**config.mk**
```make
export PLATFORM = sky130hd
export DESIGN_NAME = sample_mac_pipe
export DESIGN_NICKNAME = d
export VERILOG_FILES = /design/src/rtl/sample_mac_pipe.sv
export SDC_FILE = /design/constraint.sdc
export NUM_CORES = 1
export LEC_CHECK = 0
export ABC_AREA = 1
export CORE_ASPECT_RATIO = 1.2
export CORE_MARGIN = 2
export CORE_UTILIZATION = 45
export CTS_CLUSTER_SIZE = 30
export DETAILED_ROUTE_END_ITERATION = 8
export GPL_ROUTABILITY_DRIVEN = 1
export SYNTH_ARGS = -nofsm -noshare
export SYNTH_HDL_FRONTEND = slang
export SYNTH_SLANG_ARGS = --single-unit
```
**constraint.sdc**
```tcl
create_clock -name clk -period 8.6 [get_ports clk]
set_input_delay 1.72 -clock clk [delete_from_list [all_inputs] [get_ports clk]]
set_output_delay 1.72 -clock clk [all_outputs]
set_load 0.02 [all_outputs]
```
**src/rtl/sample_mac_pipe.sv**
```systemverilog
// Pipelined unsigned x signed multiplier with an optional saturating dot-product
// accumulator, arithmetic output scaling and output clipping.
module sample_mac_pipe #(
   parameter int A_WIDTH    = 8,
   parameter int B_WIDTH    = 14,
   parameter int P_WIDTH    = 14,
   parameter int ACC_WIDTH  = 24,
   parameter int NUM_STAGE  = 3,
   parameter int FRAC_SHIFT = 0
) (
   input  logic               clk,
   input  logic               reset,
   input  logic               ce,
   input  logic               in_valid,
   input  logic [A_WIDTH-1:0] din0,
   input  logic [B_WIDTH-1:0] din1,
   input  logic               acc_mode,
   input  logic               in_last,
   output logic               out_valid,
   output logic [P_WIDTH-1:0] dout,
   output logic               sat
);

   localparam int PROD_WIDTH = A_WIDTH + B_WIDTH;
   localparam int PIPE_DEPTH = NUM_STAGE - 1;

   typedef enum logic {
      ST_IDLE,
      ST_ACCUM
   } accState_t;

   // Returns {clip, value}: value >>> FRAC_SHIFT clipped into the signed P_WIDTH range.
   function automatic logic [P_WIDTH:0] scaleSat(input logic signed [ACC_WIDTH-1:0] value);
      logic signed [ACC_WIDTH-1:0] shifted;
      logic [ACC_WIDTH-P_WIDTH:0]  upper;
      shifted = value >>> FRAC_SHIFT;
      upper   = shifted[ACC_WIDTH-1:P_WIDTH-1];
      if ((&upper) || !(|upper))
         scaleSat = {1'b0, shifted[P_WIDTH-1:0]};
      else if (shifted[ACC_WIDTH-1])
         scaleSat = {1'b1, 1'b1, {(P_WIDTH-1){1'b0}}};
      else
         scaleSat = {1'b1, 1'b0, {(P_WIDTH-1){1'b1}}};
   endfunction

   logic [A_WIDTH-1:0] r_s1A;
   logic [B_WIDTH-1:0] r_s1B;
   logic               r_s1Valid;
   logic               r_s1Acc;
   logic               r_s1Last;

   always_ff @(posedge clk or posedge reset) begin
      if (reset) begin
         r_s1A     <= '0;
         r_s1B     <= '0;
         r_s1Valid <= 1'b0;
         r_s1Acc   <= 1'b0;
         r_s1Last  <= 1'b0;
      end else if (ce) begin
         r_s1A     <= din0;
         r_s1B     <= din1;
         r_s1Valid <= in_valid;
         r_s1Acc   <= acc_mode;
         r_s1Last  <= in_last;
      end
   end

   // din0 is zero-extended (unsigned), din1 sign-extended; the full-width product is exact.
   logic signed [PROD_WIDTH-1:0] w_aExt;
   logic signed [PROD_WIDTH-1:0] w_bExt;
   logic signed [PROD_WIDTH-1:0] w_product;

   assign w_aExt    = {{B_WIDTH{1'b0}}, r_s1A};
   assign w_bExt    = {{A_WIDTH{r_s1B[B_WIDTH-1]}}, r_s1B};
   assign w_product = w_aExt * w_bExt;

   logic signed [PROD_WIDTH-1:0] r_prod [PIPE_DEPTH];
   logic [PIPE_DEPTH-1:0]        r_pValid;
   logic [PIPE_DEPTH-1:0]        r_pAcc;
   logic [PIPE_DEPTH-1:0]        r_pLast;

   always_ff @(posedge clk or posedge reset) begin
      if (reset) begin
         for (int i = 0; i < PIPE_DEPTH; i++) begin
            r_prod[i] <= '0;
         end
         r_pValid <= '0;
         r_pAcc   <= '0;
         r_pLast  <= '0;
      end else if (ce) begin
         r_prod[0]   <= w_product;
         r_pValid[0] <= r_s1Valid;
         r_pAcc[0]   <= r_s1Acc;
         r_pLast[0]  <= r_s1Last;
         for (int i = 1; i < PIPE_DEPTH; i++) begin
            r_prod[i]   <= r_prod[i-1];
            r_pValid[i] <= r_pValid[i-1];
            r_pAcc[i]   <= r_pAcc[i-1];
            r_pLast[i]  <= r_pLast[i-1];
         end
      end
   end

   logic signed [ACC_WIDTH-1:0] w_tailProd;
   logic                        w_tailMulValid;
   logic                        w_tailAccValid;
   logic                        w_tailLast;

   assign w_tailProd     = ACC_WIDTH'(r_prod[PIPE_DEPTH-1]);
   assign w_tailMulValid = r_pValid[PIPE_DEPTH-1] & ~r_pAcc[PIPE_DEPTH-1];
   assign w_tailAccValid = r_pValid[PIPE_DEPTH-1] &  r_pAcc[PIPE_DEPTH-1];
   assign w_tailLast     = r_pLast[PIPE_DEPTH-1];

   accState_t                   r_state;
   accState_t                   w_stateNext;
   logic signed [ACC_WIDTH-1:0] r_acc;
   logic signed [ACC_WIDTH-1:0] w_accNext;
   logic                        r_sticky;
   logic                        w_stickyNext;
   logic signed [ACC_WIDTH:0]   w_sum;
   logic signed [ACC_WIDTH-1:0] w_accSum;
   logic                        w_addClip;

   assign w_sum = {r_acc[ACC_WIDTH-1], r_acc} + {w_tailProd[ACC_WIDTH-1], w_tailProd};

   always_comb begin
      w_addClip = 1'b0;
      w_accSum  = w_sum[ACC_WIDTH-1:0];
      if (w_sum[ACC_WIDTH] != w_sum[ACC_WIDTH-1]) begin
         w_addClip = 1'b1;
         w_accSum  = w_sum[ACC_WIDTH] ? {1'b1, {(ACC_WIDTH-1){1'b0}}}
                                      : {1'b0, {(ACC_WIDTH-1){1'b1}}};
      end
   end

   always_ff @(posedge clk or posedge reset) begin
      if (reset) begin
         r_state  <= ST_IDLE;
         r_acc    <= '0;
         r_sticky <= 1'b0;
      end else if (ce) begin
         r_state  <= w_stateNext;
         r_acc    <= w_accNext;
         r_sticky <= w_stickyNext;
      end
   end

   // Multiply beats pass the accumulator untouched; only accumulate beats move the FSM.
   always_comb begin
      w_stateNext  = r_state;
      w_accNext    = r_acc;
      w_stickyNext = r_sticky;
      if (w_tailAccValid) begin
         case (r_state)
            ST_IDLE: begin
               w_accNext    = w_tailProd;
               w_stickyNext = 1'b0;
            end
            ST_ACCUM: begin
               w_accNext    = w_accSum;
               w_stickyNext = r_sticky | w_addClip;
            end
         endcase
         w_stateNext = w_tailLast ? ST_IDLE : ST_ACCUM;
      end
   end

   logic [P_WIDTH:0]   w_accRes;
   logic [P_WIDTH:0]   w_mulRes;
   logic               r_aoValid;
   logic [P_WIDTH-1:0] r_aoDout;
   logic               r_aoSat;

   assign w_accRes = scaleSat(w_accNext);
   assign w_mulRes = scaleSat(w_tailProd);

   always_ff @(posedge clk or posedge reset) begin
      if (reset) begin
         r_aoValid <= 1'b0;
         r_aoDout  <= '0;
         r_aoSat   <= 1'b0;
      end else if (ce) begin
         r_aoValid <= w_tailAccValid & w_tailLast;
         r_aoDout  <= w_accRes[P_WIDTH-1:0];
         r_aoSat   <= w_accRes[P_WIDTH] | w_stickyNext;
      end
   end

   // A vector result is one stage later than a multiply result, so a multiply issued right
   // after a last term collides with it; the one-entry skid keeps results in issue order.
   logic               r_outValid;
   logic [P_WIDTH-1:0] r_dout;
   logic               r_sat;
   logic               r_skidValid;
   logic [P_WIDTH-1:0] r_skidDout;
   logic               r_skidSat;
   logic               w_outValid;
   logic [P_WIDTH-1:0] w_outDout;
   logic               w_outSat;
   logic               w_skidValid;
   logic [P_WIDTH-1:0] w_skidDout;
   logic               w_skidSat;

   always_comb begin
      w_outValid  = 1'b0;
      w_outDout   = r_dout;
      w_outSat    = r_sat;
      w_skidValid = 1'b0;
      w_skidDout  = r_skidDout;
      w_skidSat   = r_skidSat;
      if (r_skidValid) begin
         w_outValid = 1'b1;
         w_outDout  = r_skidDout;
         w_outSat   = r_skidSat;
         if (r_aoValid) begin
            w_skidValid = 1'b1;
            w_skidDout  = r_aoDout;
            w_skidSat   = r_aoSat;
         end else if (w_tailMulValid) begin
            w_skidValid = 1'b1;
            w_skidDout  = w_mulRes[P_WIDTH-1:0];
            w_skidSat   = w_mulRes[P_WIDTH];
         end
      end else if (r_aoValid) begin
         w_outValid = 1'b1;
         w_outDout  = r_aoDout;
         w_outSat   = r_aoSat;
         if (w_tailMulValid) begin
            w_skidValid = 1'b1;
            w_skidDout  = w_mulRes[P_WIDTH-1:0];
            w_skidSat   = w_mulRes[P_WIDTH];
         end
      end else if (w_tailMulValid) begin
         w_outValid = 1'b1;
         w_outDout  = w_mulRes[P_WIDTH-1:0];
         w_outSat   = w_mulRes[P_WIDTH];
      end
   end

   always_ff @(posedge clk or posedge reset) begin
      if (reset) begin
         r_outValid  <= 1'b0;
         r_dout      <= '0;
         r_sat       <= 1'b0;
         r_skidValid <= 1'b0;
         r_skidDout  <= '0;
         r_skidSat   <= 1'b0;
      end else if (ce) begin
         r_outValid  <= w_outValid;
         r_dout      <= w_outDout;
         r_sat       <= w_outSat;
         r_skidValid <= w_skidValid;
         r_skidDout  <= w_skidDout;
         r_skidSat   <= w_skidSat;
      end
   end

   assign out_valid = r_outValid;
   assign dout      = r_dout;
   assign sat       = r_sat;

endmodule

```
==> flow_results.org, run 1 <==
** Critical path
- Crit Path Max Fanout :: 15
- Type of the worst setup path :: flop to flop
- Critical path startpoint category :: flop
- STA puts the critical path data required time at 8.92 ns.
- Arrival @ worst endpoint :: 5.17 ns
- The worst setup path is captured at a flop.

** Routing
- Antenna-violating nets left :: 0
- First drt pass iteration count :: 5
- The routed design has 30,600 µm of wire.
- Dividing the detail-routed via count by the number of cells gives between 5 and 6.
- Detailed Route Iter0 Violations :: about 480
- After detailed routing, the number of remaining DRC violations is 0.
- The detailed router placed roughly 10k vias in this run.
- In the final routed layout, each cell accounts on average for 15.1 µm.

** Logic synthesis
- After synthesis, the largest family of logic cells by area is simple AND/OR/NAND/NOR gates.
- Synthesized-area fraction occupied by adder cells :: 0.210
- The portion of synthesized area spent on multiplexers is 0.
- Of the post-synthesis cell area, the dominant cell type holds 0.299.
- Xor and xnor fraction of the mapped netlist area :: 0.0224
- The netlist uses 41 different library cells.
- Synthesis handed over a netlist of 1,672 instances.
- Sorting the synthesized cells by how often they occur yields sky130_fd_sc_hd__nand2_1, sky130_fd_sc_hd__inv_1, sky130_fd_sc_hd__dfrtp_1, sky130_fd_sc_hd__o21ai_0, sky130_fd_sc_hd__fa_1.
- For this run, asynchronously set or reset flops after synthesis account for 1.00.
- Number of enable-type register cells in the synthesized netlist :: 0
- Proportion of synthesized chip area in sequential cells :: 0.299
- Yosys warning count :: 0
- Of the total synthesized cell area, the portion taken by AND, OR, NAND and NOR gates is 0.222.
- Mean instance size in the synthesized netlist :: 7.47 µm²
- Counting every net in the synthesized netlist gives 1,856.
- Yosys instantiated no cell more often than sky130_fd_sc_hd__nand2_1.
- The cell area that synthesis handed to floorplanning was 12,500 µm².
- Yosys attributes the largest share of cell area to sky130_fd_sc_hd__dfrtp_1, sky130_fd_sc_hd__nand2_1, sky130_fd_sc_hd__fa_1.
- Number of synthesized register bits :: 149
- Primary FF master, synth :: sky130_fd_sc_hd__dfrtp_1
- The compound-gate portion of the synthesized area came to 0.129.
- Cell type with the highest aggregate area in the netlist :: sky130_fd_sc_hd__dfrtp_1

** Power and ir drop
- In this run the power density over the cells is 320 nW/µm².
- Overall Power :: 4380 µW
- Switching fraction of total power :: 0.461
- The share of total power dissipated in the clock network is 0.191.
- In this run the static leakage power is 0.00739 µW.
- Internal power component :: 2360 µW
- The share of total power dissipated in sequential elements is 0.264.
- Sw Pwr :: 2020 µW
- Worst supply voltage drop on vdd :: 0.116 mV
- The share of total power dissipated in combinational logic is 0.545.

** Layout
- In the final layout, the share of cells above drive strength 1 is 0.0506.
- Footprint of the multi-input gates :: 7300 µm²
- From synthesis to final layout, the design area changed by 9.69%.
- Register cell area after layout :: 3730 µm²
- The net count of the finished layout is 1,851.
- Filler instances :: 2,673
- Fin util :: 0.504
- The repair_antennas step left the layout with diodes totalling 0.

** STA
- Derived from the worst setup path, the maximum achievable clock frequency is 0.206 GHz.
- Setup slack closes at 3.75 ns.
- Setup repair after global routing left no endpoint under its margin.
- Worst clock skew on the final layout :: 0.0130 ns
- Subtracting the final worst setup slack from the clock period gives 4.85 ns.
- For the pin with the worst max-slew slack, the measured transition is 1.04 ns.
- The number of pins exceeding their max-slew limit in the final report is 0.
- For the final routed database, the setup TNS stands at 0 ns.
- Setup violations remaining at the end of the flow were counted as 0.
- Final Hold Fails :: 0
- Final worst path period share :: 0.564
- In this run the tightest slew margin relative to its limit is 0.309.

** Clocking
- Buffers inserted during clock tree synthesis total 17.
- TritonCTS built the clock tree.
- After clock tree synthesis, the setup repair step added 0 buffers.
- After clock tree synthesis, the repair step resized 0 gates.
- For the worst-skew pair, the clock arrives at the later sink with an insertion delay of roughly 0.44 ns.
- Buffers from clock root to sink, at most :: 2
- CTS placed an instance of sky130_fd_sc_hd__clkbuf_16 at the clock tree root.
- For this design, the CTS-stage hold fixing added 0 buffers.
- CTS HTree Levels :: 4
- Clock-pin slew was measured on the worst setup and hold paths at 0.07 ns.
- The tree built by TritonCTS fans out to 149 sinks.

** Place
- Routability-driven placement finished with a final weighted congestion of 0.893.
- Once detailed placement completed, the half-perimeter wirelength came to between 20,000 and 25,000 µm.
- DP Worst Slack :: ~3.7 ns
- Number of buffer cells added on primary ports :: 43

** Outcome
- Outcome :: completed

** GRT
- The number of antenna violations at the first check in global routing is 0.
- Maximum number of pins on one net before global-route repair :: about 100
- Overall overflow remaining after global route :: 0
- Vias in the first global route :: 10.5k
- Global-route total usage across every layer :: 0.222
- First-pass GRT wire length :: between 50,000 and 60,000 µm

** Hold path
- The worst hold path belongs to the class flop to flop.

** Floorplanning
- Die X-Extent :: 156 µm
- Row Count :: 66
- In this run the vertical extent of the chip is 186 µm.
- The die covers 29,100 µm².
- For this configuration, the core starts out at a cell density of 0.460.
- Core area :: 27,200 µm²
- Top Ports :: 44

** Flow run
- Max capacitance violation total :: 0
## final timing paths
kind | from | end | slack, ns | cells past startpoint
hold / removal | r_pAcc[0]$_DFFE_PP0P_ | r_pAcc[1]$_DFFE_PP0P_ | 0.47 | 2
setup reg to reg | r_s1A[0]$_DFFE_PP0P_ | r_prod[41]$_DFFE_PP0P_ | 3.75 | 21
hold reg to reg | r_pAcc[0]$_DFFE_PP0P_ | r_pAcc[1]$_DFFE_PP0P_ | 0.47 | 2
setup / recovery | r_s1A[0]$_DFFE_PP0P_ | r_prod[41]$_DFFE_PP0P_ | 3.75 | 21
max in group asynchronous | reset | r_aoDout[10]$_DFFE_PP0P_ | 5.46 | 3
min in group asynchronous | reset | r_s1B[2]$_DFFE_PP0P_ | 1.86 | 2
## power groups by stage
stage,Clock (µW),Sequential [µW],Combinational (µW)
4_1_cts,852,1160,2410
2_1_floorplan,0,1110,1870
6_report,836,1160,2390
3_5_place_dp,0,1170,2400
3_3_place_gp,0,1160,2360
5_1_grt,880,1190,2770
## per-stage QoR
| step | std cells | hold slack (ns) | instance area, µm² |
|---|---|---|---|
| floorplan | 1672 | 0.440 | 12500 |
| global placement | 1988 | 0.452 | 13000 |
| detailed placement | 1988 | 0.462 | 13000 |
| CTS | 2020 | 0.472 | 13700 |
| global route | 2020 | 0.498 | 13700 |
| finish | 2020 | 0.475 | 13700 |
## area by class of cell
type                       count  area share
multi-input combinational   1152       0.533
timing repair buffer          49      0.0345
clock buffer                  20      0.0333
inverter                     298      0.0820
tap                          340      0.0311
clock inverter                12      0.0140
sequential                   149       0.272
## state kept, by name, summed over array words and instances (netlist names)
signal,cells
r_s1Last,1
r_skidSat,1
r_pAcc,2
r_skidValid,1
r_s1A,8
r_pValid,2
out_valid,1
r_pLast,2
r_acc,24
dout,14
r_aoDout,14
r_state,1
r_s1Acc,1
r_sticky,1
r_skidDout,14
r_aoValid,1
r_prod,44
r_s1Valid,1
r_s1B,14
sat,1
r_aoSat,1
## routing by layer
metal / part of all wire / track usage
met5: 0 / 0
met3: 0.024 / 0.0272
met4: 0.031 / 0.0812
met1: 0.45 / 0.282
met2: 0.50 / 0.388
## critical path, stage by stage, from the launching register on
cell                        delay, ns
sky130_fd_sc_hd__dfrtp_1         0.66
sky130_fd_sc_hd__nand2_1         0.15
sky130_fd_sc_hd__fa_1            0.55
sky130_fd_sc_hd__inv_1           0.05
sky130_fd_sc_hd__fa_1            0.46
sky130_fd_sc_hd__ha_1            0.28
sky130_fd_sc_hd__inv_1           0.05
sky130_fd_sc_hd__fa_1            0.47
sky130_fd_sc_hd__inv_1           0.04
sky130_fd_sc_hd__ha_1            0.33
sky130_fd_sc_hd__nand2_1         0.10
sky130_fd_sc_hd__nand2_1         0.05
sky130_fd_sc_hd__a31oi_1         0.22
sky130_fd_sc_hd__nor2_1          0.06
sky130_fd_sc_hd__nor2_1          0.11
sky130_fd_sc_hd__o21bai_1        0.14
sky130_fd_sc_hd__nand3_1         0.10
sky130_fd_sc_hd__o2111ai_1       0.22
sky130_fd_sc_hd__a31o_2          0.28
sky130_fd_sc_hd__or2_2           0.27
sky130_fd_sc_hd__nand3_1         0.07
sky130_fd_sc_hd__nand2_1         0.06
## cell families (layout without fill, tap and decap cells)
| kind of cell | after synthesis | count (layout) |
|---|---|---|
| flip-flops | 149 | 149 |
| XOR/XNOR | 32 | 32 |
| adder cells (fa/ha/maj) | 156 | 156 |
| AO/OA/AOI/OAI | 290 | 290 |
| buffers and inverters | 371 | 379 |
| AND/OR/NAND/NOR | 674 | 674 |
## cell usage in the layout (no fill, tap or decap), drive strengths merged, types with 2 or more instances in the layout
cell type        n
a21boi           5
a21o            11
a21oi           91
a22oi            3
a31oi           14
buf              7
bufinv           4
clkbuf          20
clkdlybuf4s50   42
clkinv           4
dfrtp          149
fa              89
ha              67
inv            302
nand2          514
nand3           48
nand4           12
nor2            85
nor3             9
nor4             2
o2111ai          2
o211ai           3
o21ai          129
o21bai           9
o22ai           19
or2              2
xnor2           12
xor2            20
Note: power is estimated with default switching activity, not from simulation.
==> inputs of run 2 (changes only) <==
==> constraint.sdc (replaced) <==
create_clock -name clk -period 4.58 [get_ports clk]
set_input_delay 0.916 -clock clk [delete_from_list [all_inputs] [get_ports clk]]
set_output_delay 0.916 -clock clk [all_outputs]
set_load 0.02 [all_outputs]
==> flow_results.org, run 2 (synthesis results as in run 1) <==
** Outcome
- The flow ran to the end, and the final reports show no timing, DRC or antenna violations.

** Critical path
- Crit Path Max Fanout :: 5 (-10)
- STA classifies the critical path startpoint as a flop.
- The depth of the worst register-to-register path is 18 (-14%).
- The most critical setup path has its endpoint at r_prod[41]$_DFFE_PP0P_.
- The worst setup path is captured at a flop.
- Launch point of the worst reg-to-reg path :: r_s1A[0]$_DFFE_PP0P_
- In this run the critical register-to-register path is captured at r_prod[41]$_DFFE_PP0P_.
- The arrival time at the worst endpoint came to 4.72 ns (-0.45 ns).
- The critical path is of the flop to flop type.
- The register-to-register setup slack came to 0.18 ns (-3.57 ns).
- CP Launch Point :: r_s1A[0]$_DFFE_PP0P_
- Required time of the critical path :: 4.90 ns (-4.02 ns)

** Floorplanning
- The core footprint is 27,200 µm² (unchanged).
- Die Footprint :: 29,100 µm² (unchanged)
- The initial core utilization was 0.460 (unchanged).
- The total number of placement rows came to 66 (unchanged).
- Floorplan die height :: 186 µm (unchanged)
- The number of ports placed on the die boundary is 44 (unchanged).
- Die X-Extent :: 156 µm (unchanged)

** Layout
- The number of inserted diodes is 0 (unchanged).
- Max reg flops :: 44 (unchanged)
- Most frequent cells in the layout :: sky130_fd_sc_hd__nand2_1, sky130_fd_sc_hd__inv_1, sky130_fd_sc_hd__dfrtp_1
- In the final layout, the registers with the most flip-flops are r_prod (44), r_acc (24).
- The final net count came to 1,885 (+1.8%).
- Register name with the most flops :: r_prod
- The fraction of layout cells with a size suffix above 1 came to 0.0858 (+0.0352).
- The area growth from synthesis to layout is 12.4%.
- Leading cell type in the layout, fill and taps excluded :: sky130_fd_sc_hd__nand2_1

** GRT
- Vias in the first global route :: 10.6k (+0.84%)
- The number of antenna violations at the first check in global routing is 0 (unchanged).
- The global-route total usage across every layer is 0.218 (-0.00423).
- The first-pass GRT wire length was 51,100 µm (-2.1%).
- The global-route congestion overflow total came to 0 (unchanged).
- Maximum number of pins on one net before global-route repair :: 150 (+46%)

** Power and ir drop
- The relative contribution of combinational cells to total power is 0.574 (+0.029).
- Sw Pwr :: 3910 µW (+94%)
- The internal portion of total power was 4450 µW (+88%).
- Pwr per Cell Area :: 596 nW/µm² (+86%)
- The leakage power total is 0.00754 µW (+2.0%).
- The portion of total power attributed to sequential cells is 0.258 (-0.006).
- The power share of the clock group came to 0.168 (-0.023).
- Worst supply voltage drop on vdd :: 0.289 mV (+150%)
- The proportion of total power due to net switching was 0.468 (+0.00703).

** Clocking
- Clk pin slew, worst setup/hold paths :: 0.07 ns (about the same)
- Clock tree from TritonCTS :: built
- Clock tree synthesis selected as its root buffer the cell sky130_fd_sc_hd__clkbuf_16.
- Number of clock sinks :: 149 (unchanged)
- Buffers from clock root to sink, at most :: 2 (unchanged)
- CTS HTree Levels :: 4 (unchanged)
- The clock latency reported for the late side of the worst-skew pair was 0.44 ns (about the same).
- The total CTS buffers is 17 (unchanged).

** Hold path
- The min-delay analysis places its worst path in the category flop to flop.
- Hold path cells :: 1 (-1)

** STA
- Fin worst setup slack :: 0.181 ns (-3.57 ns)
- Final Hold Fails :: 0 (unchanged)
- The slew of the pin with the lowest slew margin was 1.01 ns (-0.0262 ns).
- The portion of the clock cycle consumed by the worst path in the final layout came to 0.961 (+0.397).
- The final hold slack came to 0.460 ns (-0.0148 ns).
- Worst clock skew on the final layout :: 0.00988 ns (-0.00311 ns)
- The final-report setup violation count was 0 (unchanged).
- Max frequency :: 0.227 GHz (+10%)
- Final max-slew violation count :: 0 (unchanged)
- Shortest clock period the worst path allows after layout :: 4.40 ns (-0.449 ns)
- Worst slew margin relative to its limit :: 0.322 (+0.0129)

** Routing
- The routed via count is 10.6k (+2.2%).
- Antenna-violating nets left :: 0 (unchanged)
- The number of iterations in the first detailed-routing pass is 6 (+1).
- The wire length on met3 is 800 µm (+7.2%).
- The number of DRC markers in iteration 0 was 557 (+15%).
- Met1 wire length :: 13,200 µm (-3.6%)
- Top Layer Used :: met4
- The average wire length per cell after detail routing was 14.9 µm (-1.5%).
- The post-route DRC violation count is 0 (unchanged).
- Detailed-route wire length :: 30,600 µm (+0.16%)
- Via density per instance :: 5.14 (+0.47%)
- Sum of met2 wire segment lengths after detailed routing :: 15,400 µm (+1.4%)

** Flow run
- The number of violations of the max-capacitance limit is 0 (unchanged).

** Place
- The final weighted congestion in routability-driven placement was 0.902 (+1.1%).
- Number of buffer cells added on primary ports :: 43 (unchanged)
- Detailed placer's ending HPWL :: 23,300 µm (+0.90%)
- DP Worst Slack :: -0.0317 ns (-3.76 ns)
[run 2: cell count changes in the layout (fill, tap and decap cells not counted), sizes merged]
cell / before / now
buf: 7 / 41
clkinv: 4 / 8
bufinv: 4 / 1
clkbuf: 20 / 18
clkinvlp: 0 / 1
[run 2: repair_timing]
| action | 4_1_cts | 5_1_grt |
|---|---|---|
| buffers inserted | 0 | 10 |
| endpoints found under the setup margin | 6 | 9 |
| hold buffers | 0 | 0 |
| pin swaps | 0 | 3 |
| gates resized for setup | 5 | 29 |
[run 2: how the worst min path moves through the flow]
stage / start / end / slack, ns
after floorplan: r_pLast[1]$_DFFE_PP0P_ / r_state$_DFFE_PP0P_ / 0.44
after global placement: r_pLast[1]$_DFFE_PP0P_ / r_state$_DFFE_PP0P_ / 0.45
after CTS: r_pLast[1]$_DFFE_PP0P_ / r_state$_DFFE_PP0P_ / 0.46
after global routing: r_prod[34]$_DFFE_PP0P_ / r_prod[12]$_DFFE_PP0P_ / 0.50
final: r_pLast[1]$_DFFE_PP0P_ / r_state$_DFFE_PP0P_ / 0.46
after detailed placement: r_pLast[1]$_DFFE_PP0P_ / r_state$_DFFE_PP0P_ / 0.46
[run 2: routing by layer]
layer / up-vias / global-route usage
met1: 5059 / 0.272
met4: 0 / 0.102
met2: 184 / 0.373
met5: - / 0
li1: 5250 / -
met3: 59 / 0.0302
[run 2: cell type report]
cell class	instances	area [µm²]
inverter	298	1120
fill	2636	13100
timing repair buffer	83	769
clock buffer	18	439
clock inverter	14	140
tap	340	425
multi-input combinational	1152	7390
sequential	149	3740
[run 2: critical path, cell delays in order, from the launching register on]
cell and delay [ns]:
sky130_fd_sc_hd__dfrtp_2 0.44, sky130_fd_sc_hd__buf_4 0.17, sky130_fd_sc_hd__nand2_1 0.15, sky130_fd_sc_hd__inv_1 0.08, sky130_fd_sc_hd__fa_1 0.54, sky130_fd_sc_hd__fa_1 0.45, sky130_fd_sc_hd__fa_1 0.54, sky130_fd_sc_hd__inv_1 0.05
sky130_fd_sc_hd__fa_1 0.47, sky130_fd_sc_hd__inv_1 0.04, sky130_fd_sc_hd__ha_1 0.31, sky130_fd_sc_hd__inv_1 0.12, sky130_fd_sc_hd__nor3_2 0.07, sky130_fd_sc_hd__nand3_1 0.10, sky130_fd_sc_hd__o2111ai_2 0.14, sky130_fd_sc_hd__a31o_2 0.24
sky130_fd_sc_hd__or2_2 0.27, sky130_fd_sc_hd__nand3_1 0.07, sky130_fd_sc_hd__nand2_1 0.05
[run 2: metrics by stage]
stage               cell area, µm²  cells  setup TNS, ns  total power, µW  utilization
global placement             13200   2012        -0.0898             6740        0.487
global route                 14000   2054        -0.0887             9220        0.516
CTS                          13800   2044              0             8260        0.509
finish                       14000   2054              0             8370        0.516
detailed placement           13200   2012        -0.0463             6810        0.487
floorplan                    12500   1672              0             5600            -
[run 2: power groups by stage]
stage	clock network, µW	logic [µW]	registers, µW
after CTS	1430	4670	2160
after detailed placement	0	4630	2180
after floorplan	0	3510	2080
after global placement	0	4570	2170
after global routing	1490	5510	2220
final	1400	4800	2160
